### config.mk
export PLATFORM = sky130hd
export DESIGN_NAME = conditional_split_flat
export DESIGN_NICKNAME = d
export VERILOG_FILES = /design/src/rtl/conditional_split_if.sv /design/src/rtl/conditional_split.sv /design/src/flat_wrapper.sv
export SDC_FILE = /design/constraint.sdc
export NUM_CORES = 1
export LEC_CHECK = 0
export BUFFER_PORTS_ARGS = -buffer_cell sky130_fd_sc_hd__buf_2
export CORE_UTILIZATION = 41
export DETAILED_ROUTE_END_ITERATION = 10
export PLACE_DENSITY = 0.68
export SYNTH_ARGS = -nofsm -noshare
export SYNTH_HDL_FRONTEND = slang
export SYNTH_SLANG_ARGS = --single-unit
### constraint.sdc
create_clock -name clk -period 5.1 [get_ports clk]
set_input_delay 1.02 -clock clk [delete_from_list [all_inputs] [get_ports clk]]
set_output_delay 1.02 -clock clk [all_outputs]
set_load 0.01 [all_outputs]
### src/rtl/conditional_split_if.sv
// Bus bundle for conditional_split: run control, config, selector/data in, split outputs.
interface conditional_split_if #(
  parameter int unsigned DATA_W = 32
);
  logic              running;
  logic              run;
  logic [DATA_W-1:0] delay0;
  logic [DATA_W-1:0] length;
  logic [DATA_W-1:0] in0;
  logic [DATA_W-1:0] in1;
  logic [DATA_W-1:0] out0;
  logic [DATA_W-1:0] out1;
  logic [DATA_W-1:0] out2;
  logic [DATA_W-1:0] out3;
  logic              done;

  modport master (
    output running, run, delay0, length, in0, in1,
    input  out0, out1, out2, out3, done
  );

  modport slave (
    input  running, run, delay0, length, in0, in1,
    output out0, out1, out2, out3, done
  );
endinterface

### src/rtl/conditional_split.sv
// Versat conditional split: steers in1 to out0 (in0[0]=1) or out1 (in0[0]=0).
// Branch counters out2/out3 exist only when CONDITIONAL_SPLIT_COUNT_EN is defined.
module conditional_split #(
  parameter int unsigned DATA_W = 32
) (
  input logic                clk,
  input logic                rst,
  conditional_split_if.slave bus
);

  typedef enum logic [1:0] {StIdle, StDelay, StActive} state_e;

  state_e            state_q, state_d;
  logic [DATA_W-1:0] delay_q, delay_d;
  logic [DATA_W-1:0] remain_q, remain_d;
  logic [DATA_W-1:0] out0_q, out0_d;
  logic [DATA_W-1:0] out1_q, out1_d;
  logic              consume;
  logic              sel;

  assign sel = bus.in0[0];

  always_comb begin
    state_d  = state_q;
    delay_d  = delay_q;
    remain_d = remain_q;
    out0_d   = out0_q;
    out1_d   = out1_q;
    consume  = 1'b0;
    if (bus.run) begin
      state_d  = StDelay;
      delay_d  = bus.delay0;
      remain_d = bus.length;
    end else if (bus.running) begin
      unique case (state_q)
        // An expired delay consumes on the same edge so the first sample lands at E+1+delay0.
        StDelay: begin
          if (delay_q != '0) begin
            delay_d = delay_q - DATA_W'(1);
          end else if (remain_q == '0) begin
            state_d = StIdle;
          end else begin
            consume = 1'b1;
          end
        end
        StActive: consume = 1'b1;
        default: ;
      endcase
      if (consume) begin
        remain_d = remain_q - DATA_W'(1);
        state_d  = (remain_q == DATA_W'(1)) ? StIdle : StActive;
        if (sel) begin
          out0_d = bus.in1;
        end else begin
          out1_d = bus.in1;
        end
      end
    end
  end

  always_ff @(posedge clk or posedge rst) begin
    if (rst) begin
      state_q  <= StIdle;
      delay_q  <= '0;
      remain_q <= '0;
      out0_q   <= '0;
      out1_q   <= '0;
    end else begin
      state_q  <= state_d;
      delay_q  <= delay_d;
      remain_q <= remain_d;
      out0_q   <= out0_d;
      out1_q   <= out1_d;
    end
  end

`ifdef CONDITIONAL_SPLIT_COUNT_EN
  logic [DATA_W-1:0] cnt0_q, cnt0_d;
  logic [DATA_W-1:0] cnt1_q, cnt1_d;

  always_comb begin
    cnt0_d = cnt0_q;
    cnt1_d = cnt1_q;
    if (bus.run) begin
      cnt0_d = '0;
      cnt1_d = '0;
    end else if (consume) begin
      if (sel) begin
        cnt0_d = cnt0_q + DATA_W'(1);
      end else begin
        cnt1_d = cnt1_q + DATA_W'(1);
      end
    end
  end

  always_ff @(posedge clk or posedge rst) begin
    if (rst) begin
      cnt0_q <= '0;
      cnt1_q <= '0;
    end else begin
      cnt0_q <= cnt0_d;
      cnt1_q <= cnt1_d;
    end
  end

  assign bus.out2 = cnt0_q;
  assign bus.out3 = cnt1_q;
`else
  assign bus.out2 = '0;
  assign bus.out3 = '0;
`endif

  assign bus.out0 = out0_q;
  assign bus.out1 = out1_q;
  assign bus.done = (state_q == StIdle);

endmodule

### src/flat_wrapper.sv
// flat-port wrapper written by rule: the top's interface ports become plain ports
module conditional_split_flat 
#(
  parameter int unsigned DATA_W = 32
)
  (clk, rst, bus_running, bus_run, bus_delay0, bus_length, bus_in0, bus_in1, bus_out0, bus_out1, bus_out2, bus_out3, bus_done);
  conditional_split_if #(.DATA_W(DATA_W)) bus_i ();
  input logic clk;
  input logic rst;
  input wire logic [$bits(bus_i.running)-1:0] bus_running;
  input wire logic [$bits(bus_i.run)-1:0] bus_run;
  input wire logic [$bits(bus_i.delay0)-1:0] bus_delay0;
  input wire logic [$bits(bus_i.length)-1:0] bus_length;
  input wire logic [$bits(bus_i.in0)-1:0] bus_in0;
  input wire logic [$bits(bus_i.in1)-1:0] bus_in1;
  output wire logic [$bits(bus_i.out0)-1:0] bus_out0;
  output wire logic [$bits(bus_i.out1)-1:0] bus_out1;
  output wire logic [$bits(bus_i.out2)-1:0] bus_out2;
  output wire logic [$bits(bus_i.out3)-1:0] bus_out3;
  output wire logic [$bits(bus_i.done)-1:0] bus_done;
  assign bus_i.running = bus_running;
  assign bus_i.run = bus_run;
  assign bus_i.delay0 = bus_delay0;
  assign bus_i.length = bus_length;
  assign bus_i.in0 = bus_in0;
  assign bus_i.in1 = bus_in1;
  assign bus_out0 = bus_i.out0;
  assign bus_out1 = bus_i.out1;
  assign bus_out2 = bus_i.out2;
  assign bus_out3 = bus_i.out3;
  assign bus_done = bus_i.done;
  conditional_split #(.DATA_W(DATA_W)) u_core (.clk(clk), .rst(rst), .bus(bus_i));
endmodule
Yosys cells after proc, flatten, opt, wreduce, memory -nomap -nowiden
Cells that the tools add are included.
{ "op_classes": {"add_sub_neg": 2, "eq_ne": 4, "mux": 19, "n_bitwise": 2, "reduce_logical": 14} }
{ "ops": {"columns": ["op", "count"], "rows": [
  ["$mux 32", 7],
  ["$sub 32x1->32 const B", 2],
  ["$eq 32x1->1 const B", 1],
  ["$logic_not 32->1", 1],
  ["$reduce_bool 32->1", 1],
  ["$mux 2", 7],
  ["$reduce_and 4->1", 3],
  ["$reduce_bool 2->1", 4],
  ["$reduce_bool 3->1", 2],
  ["$mux 1", 4],
  ["$ne 3x3->1 const B", 1],
  ["$reduce_and 3->1", 1],
  ["$eq 2x1->1 const B", 1],
  ["$eq 2x2->1 const B", 1],
  ["$logic_not 2->1", 1],
  ["$not 1->1", 2],
  ["$pmux 1 s2", 1],
  ["$reduce_and 2->1", 1]
]} }
{ "totals": {"ff_bits": 130, "input_bits": 132, "out_inout_bits": 129, "elab_cells": 46} }

Logic depth before layout (Yosys ltp)
Gate-level depths: netlist (run 1).
{ "depth": {"depth_word": 9, "ltp_mapped": 10, "mapped_depth_nobuf": 8} }

Worst setup path after synthesis (run 1)
OpenSTA, ideal clock, no wires.
{ "synth_timing": {"path_type": "in2reg", "start": "input port bus_running", "end": "register u_core.out0_q[0], in the netlist u_core.bus.out0[0]", "setup_time_ps": 128, "arrival_time_ps": 2489, "required_time_ps": 4972, "setup_slack_ps": 2484, "cell_stages": 8, "path_buffers": 2, "cell_sequence": "and2_1 > nand4_1 > nor4_4 > a32o_1 > buf_2 > nand3_2 > buf_4 > mux2_1"} }
{ "synth_via": {"elab_chain_cells": 1} }
{ "synth_lines": {"columns": ["element", "line_no", "text"], "rows": [
  ["from (decl)", "flat_wrapper.sv:10", "input wire logic [$bits(bus_i.running)-1:0] bus_running;"],
  ["$reduce_and 4->1 (no source line)", null, null],
  ["to (signal assigned)", "conditional_split.sv:72", "out0_q <= out0_d;"],
  ["to (decl)", "conditional_split.sv:16", "logic [DATA_W-1:0] out0_q, out0_d;"]
]} }
No other way between the ends.
A chain may end at the register's enable or synchronous reset.

Worst setup path in the final report (run 1)
{ "layout_timing": {"start": "register u_core.delay_q[24]", "end": "register u_core.out0_q[0], in the netlist u_core.bus.out0[0]"} }
{ "layout_via": {"elab_chain_cells": 6} }
{ "layout_lines": {"columns": ["element", "line_no", "text"], "rows": [
  ["from (decl)", "conditional_split.sv:14", "logic [DATA_W-1:0] delay_q, delay_d;"],
  ["from (signal assigned)", "conditional_split.sv:70", "delay_q <= delay_d;"],
  ["$reduce_bool 32->1", "conditional_split.sv:38", "if (delay_q != '0) begin"],
  ["$mux 1", "conditional_split.sv:38", null],
  ["$pmux 1 s2", "conditional_split.sv:35", "unique case (state_q)"],
  ["$mux 1", "conditional_split.sv:34", "end else if (bus.running) begin"],
  ["$mux 1", "conditional_split.sv:30", "if (bus.run) begin"],
  ["$reduce_and 4->1 (no source line)", null, null]
]} }
No other way between the ends. The select of a mux whose other input is x is not followed.

==> out/results.ini, run 1 <==
[timing]
setup_viol=0
max_freq_mhz=271
clock-skew-final_ns=0.0115
slew-limit-headroom_pct=37.6
worst_slew_pin_slew_ns=0.935
hold_viol_final=0
fin_crit_ns=3.69
setup_tns_ns=0
fin_crit_sh_pct=72.3
slew_violations=0
rsz0062_at_grt=false

[place]
place.gp.congestion=0.800
io_buffers=165
hpwl_um=11100
placedCellCount=1028

[clock_network]
numClockSinks=130
htree_levels=4
ctsResizeCount=0
cts_buffer_depth=2
clk_pin_slew_ns=0.07
cts_buffers=17
cts-root-buf=clkbuf_16
clkLatencyLatePin_ns=0.42
ctsHoldBuffers=0
cts_tree=built
postCtsSetupBuffers=0

[drt]
drc=0
wl_um=15700
dr_total_vias=5396
detail-route-antenna-nets=0
dr.pass1.iters=5
routed_via_density=5.08
drt_iter0_drc=290
wl_per_cell_um=14.8

[min_path]
hold_class=reg -> reg
hold_start=u_core.bus.out1[6]

[critical_path]
setup.worst_path.end_class=flip-flop
path_class=reg -> reg
r2r-end=u_core.bus.out0[0]
critical_path_required_ns=5.39
startpoint_type=flip-flop
cp.arrival_ns=3.98
r2r_slack_ns=1.41
critPathLaunch=u_core.delay_q[24]
rr_startpoint=u_core.delay_q[24]
crit_end=u_core.bus.out0[0]
r2r.worst_path.cells=6
cp_max_fo=32

[yosys]
syn-cell-area_um2=7060
synth_top_cells_by_count=130 x dfrtp_1, 69 x buf_4, 60 x mux2_1, 51 x nand2_1, 43 x nor2_1
synth-seq-cells=130
yosysMostFrequentCell=dfrtp_1
avgSynthCellArea_um2=10.5
syn_inst=671
ys_types=56
yosysTopAreaCell=dfrtp_1
synth_edf_count=0
ys.flop_type=dfrtp_1
synth_warnings=0
synth_area_leaders=dfrtp_1 46%, mux2_1 9.6%, buf_4 7.3%
yosysTopAreaCellShare_pct=46.1
synthArstFlopShare_pct=100
seq_area_frac_synth_pct=46.1

[layout]
fin_nets=967
drive_above_1_share_pct=28.6
area_growth_pct=19.0
fin_cells=1062
nFillCells=1538
fin_util_pct=50.3

[global_routing]
grt-ovfl-total=0
first_global_vias=5079
antenna_found_initial=2
grt_pass1_wl_um=25800
grt_usage_pct=18.6
grt_max_degree=78

[floorplan]
coreArea_um2=16700
initial_core_util_pct=42.2
die_h_um=133
rows=47
die_w_um=133
io_pins=261
dieArea_um2=17700

[outcome]
status=complete, no violations

[power_and_ir_drop]
p_per_area_nw_per_um2=308
power_leakage_uw=0.00407
ir_drop_mv=0.233
finalPower_uw=2580

[flow_run]
cap_violations=0

[report_power, final]
group / internal, µW / leakage (µW) / switching [µW]
Clock: 695 / 0.000281 / 518
Sequential: 1080 / 0.00166 / 52.8
Combinational: 92.8 / 0.00213 / 144
[registers in the layout (all words and copies together) (netlist names)]
| register | cells |
|---|---|
| u_core.bus.out0 | 32 |
| u_core.bus.out1 | 32 |
| u_core.delay_q | 32 |
| u_core.remain_q | 32 |
| u_core.state_q | 2 |
[area by class of cell]
| class | instances | area (µm²) | share of cell area (%) |
|---|---|---|---|
| Antenna cell | 2 | 5.00 | 0.0596 |
| Sequential cell | 130 | 3250 | 38.8 |
| Clock inverter | 15 | 164 | 1.95 |
| Inverter | 9 | 36.3 | 0.432 |
| Multi-Input combinational cell | 496 | 3350 | 39.9 |
| Timing Repair Buffer | 173 | 886 | 10.6 |
| Clock buffer | 17 | 425 | 5.07 |
| Tap cell | 220 | 275 | 3.28 |
[cell families (layout without fill, tap and decap cells)]
logic type	count (synthesis)	after routing	share of synthesized area (%)
fa+ha+maj	8	8	1.42
xor+xnor	31	31	3.85
mux	69	69	11.0
buf+inv	108	214	9.88
compound gates	101	101	9.38
flops	130	130	46.1
simple gates	223	223	18.3
other cells	1	66	0.0531
[through the flow]
step	cell area, µm²	setup slack, ns	hold slack (ns)
floorplan	7290	0.611	0.497
global placement	7800	1.26	0.462
detailed placement	7800	1.21	0.471
CTS	8390	1.36	0.485
global route	8390	1.13	0.496
finish	8390	1.41	0.482
[worst min-delay path by stage]
stage / slack [ns] / depth (start not counted) / to
final: 0.48 / 1 / u_core.bus.out1[6]
after global placement: 0.46 / 1 / u_core.bus.out1[30]
after floorplan: 0.50 / 2 / u_core.state_q[0]
after detailed placement: 0.47 / 1 / u_core.bus.out1[6]
after global routing: 0.50 / 1 / u_core.bus.out1[2]
after CTS: 0.48 / 1 / u_core.bus.out1[6]
[critical path: stages, from the launching register on]
cell     delay [ns]
dfrtp_1        0.40
nor4_1         0.49
nand3_1        0.37
nor4_4         0.38
a32o_1         0.48
nand3_2        0.80
mux2_1         0.62
[layer usage]
metal	wire (µm)	global-route usage [%]
met3	893	4.64
met1	7130	24.0
met4	215	5.93
met5	0	0
met2	7500	30.5
[placed cells by master, fill, tap and decap left out, types with 3 or more instances in the layout]
cell type and count:
a21oi_1 5, a31oi_1 25, and2_1 3, and3_1 3, buf_2 165, buf_4 8, clkbuf_16 17, clkinvlp_4 3
conb_1 64, dfrtp_1 130, ha_1 8, inv_1 7, inv_6 7, inv_8 3, mux2_1 60, mux2_2 8
nand2_1 51, nand2b_1 4, nand3_1 16, nand4_1 9, nand4b_1 5, nor2_1 43, nor3_1 11, nor4_1 11
nor4_2 3, nor4_4 4, o21ai_0 36, o21ai_1 3, o31ai_1 17, o41ai_1 3, or2_2 5, or3_1 16
or4_1 24, xnor2_1 15, xor2_1 16
Power figures use the tool's default switching activity.
==> run 2: changes to the inputs <==
==> constraint.sdc (replaced) <==
create_clock -name clk -period 3.52 [get_ports clk]
set_input_delay 0.704 -clock clk [delete_from_list [all_inputs] [get_ports clk]]
set_output_delay 0.704 -clock clk [all_outputs]
set_load 0.01 [all_outputs]
==> out/results.ini, run 2 (synthesized netlist as in run 1, its figures left out) <==
[global_routing]
grt-ovfl-total=0  ; unchanged
first_global_vias=5167  ; was 5079
antenna_found_initial=0  ; was 2
grt_usage_pct=19.0  ; was 18.6%
grt_pass1_wl_um=26400  ; was 25800 µm
grt_max_degree=131  ; was 78

[timing]
fin_crit_sh_pct=84.3  ; was 72.3%
max_freq_mhz=337  ; was 271 MHz
hold_ws_ns=0.454  ; was 0.482 ns
slew_violations=0  ; unchanged
slew-limit-headroom_pct=44.0  ; was 37.6%
worst_slew_pin_slew_ns=0.835  ; was 0.935 ns
setup_viol=0  ; unchanged
rsz0062_at_grt=false  ; unchanged
hold_viol_final=0  ; unchanged
clock-skew-final_ns=0.00813  ; was 0.0115 ns
setup_tns_ns=0  ; unchanged
fin_crit_ns=2.97  ; was 3.69 ns

[drt]
wl_per_cell_um=15.1  ; was 14.8 µm
drt_iter0_drc=268  ; was 290
drc=0  ; unchanged
detail-route-antenna-nets=0  ; unchanged
dr_total_vias=5411  ; was 5396
routed_via_density=5.07  ; was 5.08
dr.pass1.iters=4  ; was 5
wl_um=16100  ; was 15700 µm

[critical_path]
crit_end=u_core.bus.out0[16]  ; was u_core.bus.out0[0]
path_class=reg -> reg  ; unchanged
r2r_slack_ns=0.55  ; was 1.41 ns
cp_max_fo=17  ; was 32
startpoint_type=flip-flop  ; unchanged
setup.worst_path.end_class=flip-flop  ; unchanged
rr_startpoint=u_core.delay_q[0]  ; was u_core.delay_q[24]
max_stage_delay_ns=0.43  ; was 0.80 ns
r2r-end=u_core.bus.out0[16]  ; was u_core.bus.out0[0]
cp_num_buf_inv=2  ; was 0
critPathLaunch=u_core.delay_q[0]  ; was u_core.delay_q[24]
cp.depth=9  ; was 6
cp_cell_sequence=inv_1 > ha_1 > nor4b_1 > nand4_1 > nor4_4 > a32o_1 > nand3_2 > buf_12 > mux2_1  ; was nor4_1 > nand3_1 > nor4_4 > a32o_1 > nand3_2 > mux2_1
cp.arrival_ns=3.27  ; was 3.98 ns
critical_path_required_ns=3.82  ; was 5.39 ns
r2r.worst_path.cells=9  ; was 6
crit_family=simple AND/OR/NAND/NOR gates  ; unchanged
cp_slowest_cell=nor4b_1  ; was nand3_2

[min_path]
hold_class=in -> async  ; was reg -> reg

[layout]
multi_input_area_um2=3350  ; unchanged
layout.area.seq_um2=3250  ; unchanged
fin_nets=974  ; was 967
final_common_cell=buf_2  ; unchanged
final_cell_mix=165 x buf_2, 130 x dfrtp_1, 64 x conb_1  ; unchanged
drive_above_1_share_pct=29.0  ; was 28.6%
nFillCells=1538  ; unchanged
area_growth_pct=19.8  ; was 19.0%

[clock_network]
cts_buffer_depth=2  ; unchanged
numClockSinks=130  ; unchanged
cts-root-buf=clkbuf_16  ; unchanged
htree_levels=4  ; unchanged
cts_buffers=17  ; unchanged
clk_pin_slew_ns=0.06  ; was 0.07 ns
ctsHoldBuffers=0  ; unchanged
clkLatencyLatePin_ns=0.42  ; about the same
cts_tree=built  ; unchanged
postCtsSetupBuffers=0  ; unchanged
ctsResizeCount=0  ; unchanged

[outcome]
status=complete, no violations  ; unchanged

[place]
hpwl_um=11300  ; was 11100 µm
place.gp.congestion=0.781  ; was 0.800
io_buffers=165  ; unchanged

[power_and_ir_drop]
p_per_area_nw_per_um2=438  ; was 308 nW/µm²
power_leakage_uw=0.00410  ; was 0.00407 µW
finalPower_uw=3700  ; was 2580 µW
ir_drop_mv=0.329  ; was 0.233 mV

[floorplan]
die_w_um=133  ; unchanged
die_h_um=133  ; unchanged
coreArea_um2=16700  ; unchanged
rows=47  ; unchanged
initial_core_util_pct=42.2  ; unchanged
dieArea_um2=17700  ; unchanged
io_pins=261  ; unchanged

[flow_run]
cap_violations=0  ; unchanged

-- run 2: how the worst min path moves through the flow --
stage | start | cells after the start | to | slack (ns)
finish | rst | 3 | u_core.bus.out1[14] | 0.45
global route | bus_delay0[6] | 3 | u_core.delay_q[6] | 0.48
CTS | bus_delay0[1] | 3 | u_core.delay_q[1] | 0.46
detailed placement | u_core.bus.out1[30] | 1 | u_core.bus.out1[30] | 0.47
global placement | u_core.bus.out1[10] | 1 | u_core.bus.out1[10] | 0.46
floorplan | u_core.state_q[0] | 2 | u_core.state_q[0] | 0.50
-- run 2: power breakdown --
group	internal [µW]	total (µW)	switching, µW
clock	1000	1710	709
sequential	1560	1640	76.2
combinational	137	347	210
-- run 2: metal layers --
| metal | vias to the layer above | global-route usage, % | wire length (µm) |
|---|---|---|---|
| met3 | 20 | 4.79 | 956 |
| met1 | 2586 | 25.0 | 7490 |
| li1 | 2625 | - | - |
| met2 | 180 | 30.7 | 7470 |
| met5 | - | 0 | 0 |
| met4 | 0 | 6.00 | 215 |
-- run 2: layout make-up --
| cell class | instances | share of cell area [%] |
|---|---|---|
| multi-input cells | 496 | 39.6 |
| flip-flops and latches | 130 | 38.5 |
| repair buffers | 180 | 11.4 |
| clock buffers | 19 | 5.24 |
| well taps | 220 | 3.26 |
| clock inverters | 13 | 1.50 |
| inverters | 9 | 0.444 |
| diodes | 1 | 0.0296 |
-- run 2: tightest hold or removal path: stages --
cell and delay, ns:
buf_2 0.11, clkinvlp_4 0.07, buf_12 0.47
-- run 2: metrics by stage --
step	setup WS [ns]	util (%)	cells	instance area, µm²
2_1_floorplan	0.995	-	734	7300
3_3_place_gp	0.593	47.2	1035	7880
3_5_place_dp	0.549	47.2	1035	7880
4_1_cts	0.520	50.6	1067	8450
5_1_grt	0.277	50.6	1067	8450
6_report	0.552	50.6	1068	8450
==> run 3: changes to the inputs <==
==> constraint.sdc (replaced) <==
create_clock -name clk -period 2.77 [get_ports clk]
set_input_delay 0.554 -clock clk [delete_from_list [all_inputs] [get_ports clk]]
set_output_delay 0.554 -clock clk [all_outputs]
set_load 0.01 [all_outputs]
==> out/results.ini, run 3 (synthesized netlist as in run 1, its figures left out) <==
[critical_path]
cp_max_fo=19  ; was 17
cp_cell_sequence=or4_4 > nor4_4 > buf_4 > nand4_2 > a32o_1 > nand3_2 > buf_12 > mux2_1  ; was inv_1 > ha_1 > nor4b_1 > nand4_1 > nor4_4 > a32o_1 > nand3_2 > buf_12 > mux2_1
critical_path_required_ns=3.07  ; was 3.82 ns
cp.arrival_ns=2.90  ; was 3.27 ns
cp_slowest_cell=or4_4  ; was nor4b_1
setup.worst_path.end_class=flip-flop  ; unchanged
path_class=reg -> reg  ; unchanged
max_stage_delay_ns=0.59  ; was 0.43 ns
startpoint_type=flip-flop  ; unchanged

[floorplan]
die_w_um=133  ; unchanged
rows=47  ; unchanged
io_pins=261  ; unchanged
die_h_um=133  ; unchanged
initial_core_util_pct=42.2  ; unchanged
coreArea_um2=16700  ; unchanged
dieArea_um2=17700  ; unchanged

[global_routing]
grt_pass1_wl_um=26200  ; was 26400 µm
antenna_found_initial=0  ; unchanged
grt_usage_pct=18.8  ; was 19.0%
use_met1_pct=24.7  ; was 25.0%
grt-ovfl-total=0  ; unchanged
busiest_layer=met2  ; unchanged
grt_use_met3_pct=5.52  ; was 4.79%
grt_max_degree=131  ; unchanged
first_global_vias=5251  ; was 5167
met2_usage_pct=30.0  ; was 30.7%

[drt]
dr_total_vias=5498  ; was 5411
detail-route-antenna-nets=0  ; unchanged
routed_via_density=5.12  ; was 5.07
wl_um=16000  ; was 16100 µm
drt_iter0_drc=231  ; was 268
wl_per_cell_um=14.9  ; was 15.1 µm
drc=0  ; unchanged
dr.pass1.iters=4  ; unchanged

[layout]
area_growth_pct=21.9  ; was 19.8%
num_antenna_cells=0  ; was 1
final_cell_mix=165 x buf_2, 130 x dfrtp_1, 64 x conb_1  ; unchanged
fin_nets=981  ; was 974
fin_area_um2=8600  ; was 8450 µm²
fin_cells=1074  ; was 1068
nFillCells=1519  ; was 1538
fin_util_pct=51.5  ; was 50.6%
drive_above_1_share_pct=30.0  ; was 29.0%
final_common_cell=buf_2  ; unchanged

[timing]
worst_slew_pin_slew_ns=0.800  ; was 0.835 ns
fin_crit_ns=2.60  ; was 2.97 ns
clock-skew-final_ns=0.00734  ; was 0.00813 ns
hold_viol_final=0  ; unchanged
setup_viol=0  ; unchanged
rsz0062_at_grt=false  ; unchanged
slew-limit-headroom_pct=46.7  ; was 44.0%
fin_crit_sh_pct=94.0  ; was 84.3%
slew_violations=0  ; unchanged
setup_tns_ns=0  ; unchanged
max_freq_mhz=384  ; was 337 MHz

[flow_run]
cap_violations=0  ; unchanged

[clock_network]
htree_levels=4  ; unchanged
cts-root-buf=clkbuf_16  ; unchanged
cts_buffer_depth=2  ; unchanged
clkLatencyLatePin_ns=0.42  ; about the same
numClockSinks=130  ; unchanged
clk_pin_slew_ns=0.06  ; about the same
ctsHoldBuffers=0  ; unchanged
cts_tree=built  ; unchanged
cts_buffers=17  ; unchanged

[outcome]
status=complete, no violations  ; unchanged

[place]
placedCellCount=1041  ; was 1035
place.gp.congestion=0.813  ; was 0.781
hpwl_um=11400  ; was 11300 µm
placed_cell_area_um2=7970  ; was 7880 µm²
io_buffers=165  ; unchanged

[power_and_ir_drop]
ir_drop_mv=0.401  ; was 0.329 mV
p_per_area_nw_per_um2=564  ; was 438 nW/µm²
finalPower_uw=4850  ; was 3700 µW
power_leakage_uw=0.00418  ; was 0.00410 µW

[min_path]
hold_class=in -> async  ; unchanged

==> run 3: final cells by class <==
class                   instances  area [µm²]  area share (%)
multi-input cells             496        3360            39.1
flip-flops and latches        130        3250            37.8
repair buffers                187        1070            12.4
clock buffers                  18         439            5.11
well taps                     220         275            3.20
clock inverters                14         170            1.98
inverters                       9        37.5           0.436
==> run 3: final timing paths <==
| check | startpoint | to | slack [ns] | depth (start not counted) |
|---|---|---|---|---|
| worst max register to register | u_core.remain_q[14] | u_core.bus.out0[5] | 0.17 | 8 |
| max in group asynchronous | rst | u_core.delay_q[27] | 1.92 | 3 |
| worst min register to register | u_core.bus.out1[21] | u_core.bus.out1[21] | 0.48 | 1 |
| worst min-delay path | rst | u_core.bus.out0[3] | 0.32 | 3 |
| min in group clk | bus_delay0[9] | u_core.delay_q[9] | 0.33 | 3 |
| worst max-delay path | u_core.remain_q[14] | u_core.bus.out0[5] | 0.17 | 8 |
==> run 3: stage by stage <==
stage / hold WS (ns) / setup WS, ns
finish: 0.321 / 0.167
global route: 0.332 / 0.0222
CTS: 0.319 / 0.108
detailed placement: 0.472 / 0.127
global placement: 0.461 / 0.169
floorplan: 0.497 / 0.245
==> run 3: metal layers <==
metal / vias to the layer above / share of wire [%] / wire [µm]
met1: 2645 / 46 / 7420
met2: 187 / 47 / 7450
li1: 2648 / - / -
met4: 0 / 1.2 / 191
met3: 18 / 5.9 / 937
met5: - / 0 / 0
==> run 3: worst max-delay path: cells and delay by family, from the launching register on <==
kind / cells / cell delay (ns)
buffers and inverters: 2 / 0.36
DFF: 1 / 0.41
muxes: 1 / 0.34
and+or+nand+nor: 4 / 1.09
AOI/OAI and AO/OA: 1 / 0.28
==> run 3: what timing repair did <==
action,CTS,global route
setup buffers,0,1
setup endpoints to repair,0,5
resized for setup,0,2
==> run 3: power by group <==
group | internal, µW | switching (µW) | leakage (µW)
Clock | 1380 | 936 | 0.000294
Combinational | 178 | 266 | 0.00223
Sequential | 1990 | 99.5 | 0.00166
